**src/rtl/oven_pkg.sv**
```systemverilog
// Shared types and widths for the oven cycle controller, display and entry logic.
package oven_pkg;

  localparam int unsigned TEMP_W = 10;
  localparam int unsigned TIME_W = 13;

  typedef enum logic [2:0] {
    ST_IDLE    = 3'd0,
    ST_PREHEAT = 3'd1,
    ST_BAKE    = 3'd2,
    ST_DONE    = 3'd3,
    ST_FAULT   = 3'd4
  } oven_state_e;

endpackage

```
**src/rtl/oven_cycle_ctrl_if.sv**
```systemverilog
// Entry-side controls and display/heater outputs of the oven cycle controller.
interface oven_cycle_ctrl_if;
  import oven_pkg::*;

  logic              tick_1hz;
  logic              start;
  logic              cancel;
  logic [TEMP_W-1:0] target_temp;
  logic [TIME_W-1:0] bake_time;
  logic [TEMP_W-1:0] current_temp;
  logic              heater_on;
  logic [2:0]        phase;
  logic [TIME_W-1:0] remaining_time;
  logic              buzzer;
  logic              fault;

  modport master (
    output tick_1hz, start, cancel, target_temp, bake_time, current_temp,
    input  heater_on, phase, remaining_time, buzzer, fault
  );

  modport slave (
    input  tick_1hz, start, cancel, target_temp, bake_time, current_temp,
    output heater_on, phase, remaining_time, buzzer, fault
  );

endinterface

```
**src/rtl/oven_cycle_ctrl_heater.sv**
```systemverilog
// Heater element enable with hysteresis: off at or above target, back on below target - HYST.
module heater_hysteresis
  import oven_pkg::*;
#(
  parameter int unsigned HYST = 5
) (
  input  logic              clk,
  input  logic              rst_n,
  input  logic              enable,
  input  logic [TEMP_W-1:0] target,
  input  logic [TEMP_W-1:0] current,
  output logic              heater_on
);

  logic [TEMP_W-1:0] low_thr_s;
  logic              heater_nxt_s;
  logic              heater_r;

  // Re-enable threshold (saturating at 0) and next heater decision.
  always_comb begin
    low_thr_s    = {TEMP_W{1'b0}};
    heater_nxt_s = 1'b0;
    if (target >= TEMP_W'(HYST)) begin
      low_thr_s = target - TEMP_W'(HYST);
    end else begin
      low_thr_s = {TEMP_W{1'b0}};
    end
    if (!enable) begin
      heater_nxt_s = 1'b0;
    end else if (current >= target) begin
      heater_nxt_s = 1'b0;
    end else if (current < low_thr_s) begin
      heater_nxt_s = 1'b1;
    end else begin
      heater_nxt_s = heater_r;
    end
  end

  // Heater register; reset drops the element without waiting for a clock.
  always_ff @(posedge clk or negedge rst_n) begin
    if (!rst_n) begin
      heater_r <= 1'b0;
    end else begin
      heater_r <= heater_nxt_s;
    end
  end

  assign heater_on = heater_r;

endmodule

```
**src/rtl/oven_cycle_ctrl.sv**
```systemverilog
// Oven cycle sequencer: IDLE -> PREHEAT -> BAKE -> DONE -> IDLE, with over-temperature
// and preheat-timeout faults. All timing is counted in one-second ticks.
module oven_cycle_ctrl
  import oven_pkg::*;
#(
  parameter int unsigned HYST            = 5,
  parameter int unsigned MAX_TEMP        = 500,
  parameter int unsigned PREHEAT_TIMEOUT = 900,
  parameter int unsigned BUZZ_SECONDS    = 10
) (
  input logic              clk,
  input logic              rst_n,
  oven_cycle_ctrl_if.slave bus
);

  oven_state_e       state_r;
  oven_state_e       state_nxt_s;
  logic [TEMP_W-1:0] target_r;
  logic [TEMP_W-1:0] heat_target_s;
  logic [TIME_W-1:0] bake_r;
  logic [TIME_W-1:0] rem_r;
  logic [TIME_W-1:0] rem_nxt_s;
  logic [TIME_W-1:0] pre_cnt_r;
  logic [TIME_W-1:0] pre_cnt_nxt_s;
  logic [TIME_W-1:0] buzz_cnt_r;
  logic [TIME_W-1:0] buzz_cnt_nxt_s;
  logic              start_ok_s;
  logic              over_temp_s;
  logic              heater_en_s;
  logic              heater_s;
  logic              buzzer_r;
  logic              fault_r;

  // Next-state selection: cancel beats over-temperature beats normal sequencing.
  always_comb begin
    start_ok_s  = bus.start && !bus.cancel && (state_r == ST_IDLE);
    over_temp_s = (bus.current_temp > TEMP_W'(MAX_TEMP));
    state_nxt_s = state_r;
    if (bus.cancel) begin
      state_nxt_s = ST_IDLE;
    end else if (over_temp_s && (state_r != ST_IDLE)) begin
      state_nxt_s = ST_FAULT;
    end else begin
      case (state_r)
        ST_IDLE: begin
          if (start_ok_s) begin
            state_nxt_s = ST_PREHEAT;
          end else begin
            state_nxt_s = ST_IDLE;
          end
        end
        ST_PREHEAT: begin
          if (bus.current_temp >= target_r) begin
            state_nxt_s = ST_BAKE;
          end else if (pre_cnt_r >= TIME_W'(PREHEAT_TIMEOUT)) begin
            state_nxt_s = ST_FAULT;
          end else begin
            state_nxt_s = ST_PREHEAT;
          end
        end
        ST_BAKE: begin
          if (rem_r == {TIME_W{1'b0}}) begin
            state_nxt_s = ST_DONE;
          end else begin
            state_nxt_s = ST_BAKE;
          end
        end
        ST_DONE: begin
          if (buzz_cnt_r >= TIME_W'(BUZZ_SECONDS)) begin
            state_nxt_s = ST_IDLE;
          end else begin
            state_nxt_s = ST_DONE;
          end
        end
        ST_FAULT: state_nxt_s = ST_FAULT;
        default:  state_nxt_s = ST_FAULT;
      endcase
    end
  end

  // Counters clear on any state change, so a tick coinciding with an entry is never counted.
  always_comb begin
    pre_cnt_nxt_s  = pre_cnt_r;
    buzz_cnt_nxt_s = buzz_cnt_r;
    rem_nxt_s      = rem_r;
    if (state_nxt_s != state_r) begin
      pre_cnt_nxt_s  = {TIME_W{1'b0}};
      buzz_cnt_nxt_s = {TIME_W{1'b0}};
      if (state_nxt_s == ST_BAKE) begin
        rem_nxt_s = bake_r;
      end else begin
        rem_nxt_s = {TIME_W{1'b0}};
      end
    end else begin
      if ((state_r == ST_PREHEAT) && bus.tick_1hz && (pre_cnt_r < TIME_W'(PREHEAT_TIMEOUT))) begin
        pre_cnt_nxt_s = pre_cnt_r + TIME_W'(1);
      end else begin
        pre_cnt_nxt_s = pre_cnt_r;
      end
      if ((state_r == ST_DONE) && bus.tick_1hz && (buzz_cnt_r < TIME_W'(BUZZ_SECONDS))) begin
        buzz_cnt_nxt_s = buzz_cnt_r + TIME_W'(1);
      end else begin
        buzz_cnt_nxt_s = buzz_cnt_r;
      end
      if ((state_r == ST_BAKE) && bus.tick_1hz && (rem_r != {TIME_W{1'b0}})) begin
        rem_nxt_s = rem_r - TIME_W'(1);
      end else begin
        rem_nxt_s = rem_r;
      end
    end
  end

  // The heater follows the state being entered, using the setpoint being latched on start.
  always_comb begin
    heater_en_s = (state_nxt_s == ST_PREHEAT) || (state_nxt_s == ST_BAKE);
    if (start_ok_s) begin
      heat_target_s = bus.target_temp;
    end else begin
      heat_target_s = target_r;
    end
  end

  heater_hysteresis #(
    .HYST (HYST)
  ) u_heater (
    .clk       (clk),
    .rst_n     (rst_n),
    .enable    (heater_en_s),
    .target    (heat_target_s),
    .current   (bus.current_temp),
    .heater_on (heater_s)
  );

  // State, counters, latched setpoints and registered status outputs.
  always_ff @(posedge clk or negedge rst_n) begin
    if (!rst_n) begin
      state_r    <= ST_IDLE;
      target_r   <= {TEMP_W{1'b0}};
      bake_r     <= {TIME_W{1'b0}};
      rem_r      <= {TIME_W{1'b0}};
      pre_cnt_r  <= {TIME_W{1'b0}};
      buzz_cnt_r <= {TIME_W{1'b0}};
      buzzer_r   <= 1'b0;
      fault_r    <= 1'b0;
    end else begin
      state_r    <= state_nxt_s;
      rem_r      <= rem_nxt_s;
      pre_cnt_r  <= pre_cnt_nxt_s;
      buzz_cnt_r <= buzz_cnt_nxt_s;
      buzzer_r   <= (state_nxt_s == ST_DONE);
      fault_r    <= (state_nxt_s == ST_FAULT);
      if (start_ok_s) begin
        target_r <= bus.target_temp;
        bake_r   <= bus.bake_time;
      end else begin
        target_r <= target_r;
        bake_r   <= bake_r;
      end
    end
  end

  assign bus.phase          = state_r;
  assign bus.remaining_time = rem_r;
  assign bus.heater_on      = heater_s;
  assign bus.buzzer         = buzzer_r;
  assign bus.fault          = fault_r;

endmodule

```
**src/flat_wrapper.sv**
```systemverilog
// flat-port wrapper written by rule: the top's interface ports become plain ports
module oven_cycle_ctrl_flat import oven_pkg::*;
#(
  parameter int unsigned HYST            = 5,
  parameter int unsigned MAX_TEMP        = 500,
  parameter int unsigned PREHEAT_TIMEOUT = 900,
  parameter int unsigned BUZZ_SECONDS    = 10
)
  (clk, rst_n, bus_tick_1hz, bus_start, bus_cancel, bus_target_temp, bus_bake_time, bus_current_temp, bus_heater_on, bus_phase, bus_remaining_time, bus_buzzer, bus_fault);
  oven_cycle_ctrl_if bus_i ();
  input logic clk;
  input logic rst_n;
  input wire logic [$bits(bus_i.tick_1hz)-1:0] bus_tick_1hz;
  input wire logic [$bits(bus_i.start)-1:0] bus_start;
  input wire logic [$bits(bus_i.cancel)-1:0] bus_cancel;
  input wire logic [$bits(bus_i.target_temp)-1:0] bus_target_temp;
  input wire logic [$bits(bus_i.bake_time)-1:0] bus_bake_time;
  input wire logic [$bits(bus_i.current_temp)-1:0] bus_current_temp;
  output wire logic [$bits(bus_i.heater_on)-1:0] bus_heater_on;
  output wire logic [$bits(bus_i.phase)-1:0] bus_phase;
  output wire logic [$bits(bus_i.remaining_time)-1:0] bus_remaining_time;
  output wire logic [$bits(bus_i.buzzer)-1:0] bus_buzzer;
  output wire logic [$bits(bus_i.fault)-1:0] bus_fault;
  assign bus_i.tick_1hz = bus_tick_1hz;
  assign bus_i.start = bus_start;
  assign bus_i.cancel = bus_cancel;
  assign bus_i.target_temp = bus_target_temp;
  assign bus_i.bake_time = bus_bake_time;
  assign bus_i.current_temp = bus_current_temp;
  assign bus_heater_on = bus_i.heater_on;
  assign bus_phase = bus_i.phase;
  assign bus_remaining_time = bus_i.remaining_time;
  assign bus_buzzer = bus_i.buzzer;
  assign bus_fault = bus_i.fault;
  oven_cycle_ctrl #(.HYST(HYST), .MAX_TEMP(MAX_TEMP), .PREHEAT_TIMEOUT(PREHEAT_TIMEOUT), .BUZZ_SECONDS(BUZZ_SECONDS)) u_core (.clk(clk), .rst_n(rst_n), .bus(bus_i));
endmodule
```
**config.mk**
```make
export PLATFORM = sky130hd
export DESIGN_NAME = oven_cycle_ctrl_flat
export DESIGN_NICKNAME = d
export VERILOG_FILES = /design/src/rtl/oven_pkg.sv /design/src/rtl/oven_cycle_ctrl_if.sv /design/src/rtl/oven_cycle_ctrl_heater.sv /design/src/rtl/oven_cycle_ctrl.sv /design/src/flat_wrapper.sv
export SDC_FILE = /design/constraint.sdc
export NUM_CORES = 1
export LEC_CHECK = 0
export ABC_AREA = 1
export CAP_MARGIN = 20
export CORE_MARGIN = 2
export CORE_UTILIZATION = 55
export CTS_BUF_LIST = sky130_fd_sc_hd__clkbuf_16
export DETAILED_ROUTE_END_ITERATION = 7
export PLACE_DENSITY = 0.83
export SETUP_SLACK_MARGIN = 0.15
export SLEW_MARGIN = 30
export SYNTH_ARGS = -nofsm -noshare
export SYNTH_HDL_FRONTEND = slang
export SYNTH_SLANG_ARGS = --single-unit
export TNS_END_PERCENT = 20
```
**constraint.sdc**
```tcl
create_clock -name clk -period 5.65 [get_ports clk]
set_input_delay 0.8475 -clock clk [delete_from_list [all_inputs] [get_ports clk]]
set_output_delay 0.8475 -clock clk [all_outputs]
set_load 0.02 [all_outputs]
```
==> results of run 1 <==
==> flip-flops by register name (all words and copies together) (netlist names) <==
name,cells
u_core.bus.remaining_time,13
u_core.bus.buzzer,1
u_core.bus.phase,3
u_core.buzz_cnt_r,13
u_core.bake_r,13
u_core.u_heater.heater_on,1
u_core.target_r,10
u_core.pre_cnt_r,13
u_core.bus.fault,1
==> worst reg2reg max path: cells and delay by family (launching register included) <==
family / cells / cell delay [ns]
AOI/OAI and AO/OA: 4 / 0.79
buffers and inverters: 2 / 0.14
and+or+nand+nor: 11 / 1.73
adders and majority gates: 2 / 0.50
DFF: 1 / 0.47
==> kinds of logic after synthesis <==
| family | after synthesis |
|---|---|
| mux | 12 |
| simple gates | 288 |
| xor+xnor | 16 |
| buf+inv | 105 |
| fa+ha+maj | 35 |
| compound gates | 51 |
| flops | 68 |
==> metal layers <==
metal	share of wire, %	vias up
met1	44	1897
met2	50	133
li1	-	1959
met5	0	-
met4	1.6	0
met3	5.0	19
==> cells in the final DEF, fill, tap and decap left out, drive strengths merged, types with 5 or more instances in the layout <==
cell           count
a21oi             16
clkbuf             9
clkdlybuf4s50     55
dfrtp             68
ha                35
inv               97
mux2              12
nand2            143
nand3             38
nand4             15
nor2              71
nor3              14
o211ai             5
o21ai             19
xor2              12
==> stage by stage <==
step                utilization, %  hold WS, ns
detailed placement            65.4        0.480
global placement              65.4        0.472
finish                        70.1        0.487
CTS                           70.1        0.492
global route                  70.1        0.518
floorplan                        -        0.460
==> where the power goes <==
part	switching, mW	leakage, nW	internal [mW]
logic	0.482	1.68	0.309
clock network	0.220	0.177	0.475
registers	0.0818	0.870	0.574
total	0.784	2.73	1.36
==> how the worst min path moves through the flow <==
stage / from / to / slack [ns] / cells after the start
4_1_cts: u_core.buzz_cnt_r[12] / u_core.buzz_cnt_r[12] / 0.49 / 2
3_5_place_dp: u_core.buzz_cnt_r[12] / u_core.buzz_cnt_r[12] / 0.48 / 2
5_1_grt: u_core.buzz_cnt_r[8] / u_core.buzz_cnt_r[8] / 0.52 / 2
3_3_place_gp: u_core.buzz_cnt_r[12] / u_core.buzz_cnt_r[12] / 0.47 / 2
2_1_floorplan: u_core.buzz_cnt_r[5] / u_core.buzz_cnt_r[5] / 0.46 / 2
6_report: u_core.buzz_cnt_r[12] / u_core.buzz_cnt_r[12] / 0.49 / 2
==> layout make-up <==
cell class              instances  area share, %
clock buffers                   9           4.11
clock inverters                 7           2.56
inverters                      96           6.58
multi-input cells             402           42.9
flip-flops and latches         68           31.1
well taps                     102           2.33
repair buffers                 58           10.5
==> flow_metrics.tcl, run 1 <==
set metrics [dict create \
    outcome "finished clean" \
    cts_made_buffers 9 \
    hold_violations 0 \
    postCtsSetupBuffers 0 \
    ys_warn_count 0 \
    clock_skew_ns 0.00725 \
    vdd_drop_max_mv 0.205 \
    syn_area_mm2 0.00447 \
    globalRouteOverflowTotal 0 \
    min_path_type "reg2reg" \
    grt_use_met3_pct 3.61 \
    finalCritPeriodShare_pct 75.1 \
    die_y_um 94.1 \
    critPathKind "in2reg" \
    reg2reg_from "u_core.bus.phase[2]" \
    critPathBufInv 3 \
    final_nets 708 \
    n_antenna_cell 0 \
    power_density_mw_per_mm2 391 \
    synth.avg_cell_area_um2 7.77 \
    cts_resized 0 \
    use_met2_pct 44.8 \
    grt_busiest_layer "met2" \
    relSlewSlack_pct 57.7 \
    r2r_cells 19 \
    synth_xor_area_share_pct 3.14 \
    routabilityCongestion 0.933 \
    rows 32 \
    wl_per_cell_um 14.7 \
    cts_sinks 68 \
    area_growth_syn_to_layout_pct 22.6 \
    synthCells 575 \
    syn_nets 648 \
    setup_ws_ns 1.41 \
    die-area_mm2 0.00886 \
    worstPathMaxFanout 19 \
    end_kind "flip-flop" \
    place_ws_ns 1.11 \
    ys_seq_area_share_pct 38.1 \
    hpwl_um 8010 \
    vias 4008 \
    drive_gt1_share_pct 9.53 \
    postCtsHoldBufs 0 \
    cts_tree "built" \
    synth-simple-area-share_pct 29.5 \
    max_stage_delay_ns 0.47 \
    worstPathRequired_ns 5.91 \
    clk_pin_slew_worst_paths_ns 0.05 \
    final_area_mm2 0.00548 \
    r2r-end "u_core.u_heater.heater_on" \
    rsz0062_at_grt "false" \
    synth_compound_area_share_pct 7.09 \
    synth_top_family_by_area "simple AND/OR/NAND/NOR gates" \
    startpoint_type "primary input" \
    grt_start_max_net_pins 69 \
    clock-root-buffer "clkbuf_16" \
    detail_route.vias_per_cell 5.40 \
    wl_um 10900 \
    muxShareOfSynthArea_pct 3.03 \
    cts_max_level 3 \
    finalSetupViolations 0 \
    die_w_um 94.1 \
    synthFlopType "dfrtp_1" \
    placed_cell_area_mm2 0.00511 \
    cap_violations 0 \
    startpoint "bus_cancel" \
    final.min_clock_period_ns 4.24 \
    synth-edff-count 0 \
    yosysMostFrequentCell "nand2_1" \
    start_util_pct 57.2 \
    total_power_mw 2.14 \
    clkLatencyLatePin_ns 0.33 \
    drv_slew 0 \
    crit_family "simple AND/OR/NAND/NOR gates" \
    maxClockFrequency_ghz 0.236 \
    yosysUniqueCellTypes 43 \
    worst_ep_arrival_time_ns 4.50 \
    nFillCells 619 \
    worst_pin_slew_ns 0.634 \
    dr.pass1.iters 5 \
    detail-route-antenna-nets 0 \
    critPathMostFrequentCell "nand2_1" \
    first_global_vias 3862 \
    p_leak_nw 2.73 \
    regArea_mm2 0.00170 \
    dp.cells 726 \
    coreArea_mm2 0.00781 \
    antenna_found_initial 0 \
    multi_input_area_mm2 0.00235 \
    ys_ff_latch 68 \
    grt_pass1_wl_um 18000 \
    drtIter0Drc 256 \
    worst-path-stages 20 \
    synthAdderAreaFrac_pct 9.80 \
    ioPinCount 57 \
    ctsLongestPathBuffers 2 \
    met1_usage_pct 33.5 \
    io_buffers 56 \
    synth_top_area_cell "dfrtp_1" \
    finalSetupTns_ns 0 \
    worstPathCellList "clkdlybuf4s50_1, nor2_2, nand3_2, nand2_1, o21a_1, inv_1, ha_1, nand3b_1, nand2_1, nor2_2, nand3_4, nand3_1, ha_1, nand2_1, inv_1, nand3_1, a31oi_1, a2111oi_0, nand2_1, a21oi_1" \
    drc 0 \
    r2r_slack_ns 1.95 \
    synth_top_area_share_pct 38.1 \
    grt_use_total_pct 25.9 \
    critPathCapture "u_core.u_heater.heater_on" \
    synthArstFlopShare_pct 100 \
    critPathSlowestCell "clkdlybuf4s50_1" \
    post_layout_nonfiller_instances 742 \
    synth_area_leaders "dfrtp_1 (38%), nand2_1 (12%), ha_1 (9.8%)" \
    synth_common_cells "nand2_1 (137), inv_1 (93), dfrtp_1 (68)" \
]
Note: power is estimated with default switching activity, not from simulation.
==> run 2, diff against run 1 <==
CORE_UTILIZATION = 51   (was 55)
PLACE_DENSITY = 0.81   (was 0.83)
clock period = 3.9 ns   (was 5.65 ns; I/O delays follow)
==> run 2 against run 1 <==
Net effect:
- sequential power increased by 45%
- via count decreased by 1.0%
- utilization decreased by 6.3 points
- clock skew increased by 0.0011 ns
- count of clock-buffer cells in the layout unchanged
- hold slack got worse by 0.15 ns
- worst setup slack got worse by 0.92 ns
- register-to-register slack got worse by 1.4 ns
- critical path type unchanged
- wire length increased by 0.20%
==> flow_metrics.tcl, run 2 (same netlist as run 1, synthesis figures left out) <==
set metrics [dict create \
    finalCritPeriodShare_pct 87.6 \
    mostFrequentLayoutCells "nand2_1 (137), inv_1 (93), dfrtp_1 (68)" \
    r2r-end "u_core.u_heater.heater_on" \
    drtIter0Drc 180 \
    nFillCells 725 \
    wl_per_cell_um 14.5 \
    detail_route.vias_per_cell 5.27 \
    cts_sinks 68 \
    p_sw_share_pct 38.2 \
    post_layout_nonfiller_instances 753 \
    cts_max_level 3 \
    p_sw_mw 1.15 \
    startpoint "bus_cancel" \
    critPathCapture "u_core.u_heater.heater_on" \
    hold_violations 0 \
    ctsLongestPathBuffers 2 \
    final_common_cell "nand2_1" \
    area_growth_syn_to_layout_pct 22.9 \
    clk_pin_slew_worst_paths_ns 0.06 \
    final.min_clock_period_ns 3.42 \
    worstPathMaxFanout 10 \
    coreArea_mm2 0.00859 \
    hpwl_um 8140 \
    maxClockFrequency_ghz 0.293 \
    die_w_um 97.6 \
    dr.pass1.iters 5 \
    start_util_pct 52.0 \
    wl_um 10900 \
    n_antenna_cell 0 \
    internal-power_mw 1.86 \
    worstPathRequired_ns 4.16 \
    drive_gt1_share_pct 10.5 \
    reg2reg_from "u_core.bus.phase[1]" \
    final_nets 713 \
    grt_use_total_pct 23.9 \
    end_kind "flip-flop" \
    min_path_type "in2async" \
    detail-route-antenna-nets 0 \
    finalSetupViolations 0 \
    critPathKind "in2reg" \
    die-area_mm2 0.00952 \
    routabilityCongestion 0.935 \
    grt_start_max_net_pins 43 \
    cap_violations 0 \
    vias 3967 \
    finalSetupTns_ns 0 \
    r2r_slack_ns 0.59 \
    vdd_drop_max_mv 0.328 \
    cts_tree "built" \
    grt_pass1_wl_um 18500 \
    die_y_um 97.6 \
    ioPinCount 57 \
    globalRouteOverflowTotal 0 \
    postCtsHoldBufs 0 \
    r2r_cells 16 \
    p_leak_nw 2.73 \
    clkLatencyLatePin_ns 0.33 \
    io_buffers 56 \
    worst_ep_arrival_time_ns 3.68 \
    antenna_found_initial 0 \
    sequentialPowerShare_pct 31.6 \
    clock-root-buffer "clkbuf_16" \
    worst_pin_slew_ns 0.802 \
    dp.cells 737 \
    relSlewSlack_pct 46.6 \
    power_density_mw_per_mm2 548 \
    rows 34 \
    drc 0 \
    startpoint_type "primary input" \
    clkPwrFrac_pct 29.6 \
    p_comb_share_pct 38.8 \
    outcome "finished clean" \
    clock_skew_ns 0.00838 \
    drv_slew 0 \
    first_global_vias 3911 \
    rsz0062_at_grt "false" \
    cts_made_buffers 9 \
]
-- run 2: changes by cell type in the layout (fill, tap and decap cells not counted), sizes merged --
cell and change:
buf +5, bufinv -2, clkinvlp +1, inv +1
-- run 2: worst min path at each step --
| stage | from | end | slack [ns] | cells after the start |
|---|---|---|---|---|
| finish | rst_n | u_core.buzz_cnt_r[12] | 0.34 | 1 |
| global route | rst_n | u_core.pre_cnt_r[8] | 0.41 | 1 |
| CTS | rst_n | u_core.bus.phase[0] | 0.38 | 1 |
| detailed placement | u_core.pre_cnt_r[10] | u_core.pre_cnt_r[10] | 0.48 | 2 |
| global placement | u_core.pre_cnt_r[11] | u_core.pre_cnt_r[11] | 0.47 | 2 |
| floorplan | rst_n | u_core.bake_r[0] | 0.29 | 0 |
-- run 2: timing repair --
action                     4_1_cts  5_1_grt
gates resized for setup          0        4
buffers inserted                 0        0
setup endpoints to repair        0        1
-- run 2: power by group through the flow --
stage / Combinational [mW] / Sequential, mW / Clock [mW]
6_report: 1.17 / 0.950 / 0.890
5_1_grt: 1.30 / 0.964 / 0.931
4_1_cts: 1.16 / 0.948 / 0.896
3_5_place_dp: 1.14 / 0.957 / 0
3_3_place_gp: 1.11 / 0.949 / 0
2_1_floorplan: 0.732 / 0.993 / 0
-- run 2: area by class of cell --
class	instances	area (um2)	share of cell area [%]
clock buffer	9	225	4.10
clock inverter	7	97.6	1.78
inverter	96	360	6.56
multi-input combinational	402	2350	42.9
sequential	68	1700	31.0
tap	108	135	2.46
timing repair buffer	63	616	11.2
-- run 2: metal layers --
| layer | track usage, % | up-vias | wire (um) |
|---|---|---|---|
| met5 | 0 | - | 0 |
| met4 | 5.88 | 0 | 112 |
| met3 | 3.67 | 12 | 536 |
| met2 | 41.0 | 112 | 5400 |
| met1 | 31.9 | 1876 | 4870 |
| li1 | - | 1967 | - |
-- run 2: metrics by stage --
step	area [um2]	util [%]	worst slack (ns)	power [mW]	hold slack, ns
after floorplan	4470	-	0.681	1.72	0.289
after global placement	5150	60.0	0.152	2.06	0.473
after detailed placement	5150	60.0	0.0234	2.10	0.480
after CTS	5480	63.7	0.346	3.00	0.382
after global routing	5490	63.9	0.216	3.20	0.407
final	5490	63.9	0.484	3.01	0.337
-- run 2: critical path, cell delays in order --
cell and delay, ns:
clkdlybuf4s50_1 0.49, nor2_2 0.18, nand3_2 0.16, o21a_1 0.26, inv_1 0.11, ha_1 0.17, nand3b_1 0.17, nand2_1 0.10
nor2_2 0.18, nand3_4 0.15, o21ai_0 0.11, ha_1 0.28, a21oi_1 0.15, nor2_1 0.07, a2111oi_2 0.28, nand2_1 0.09
a21oi_1 0.12
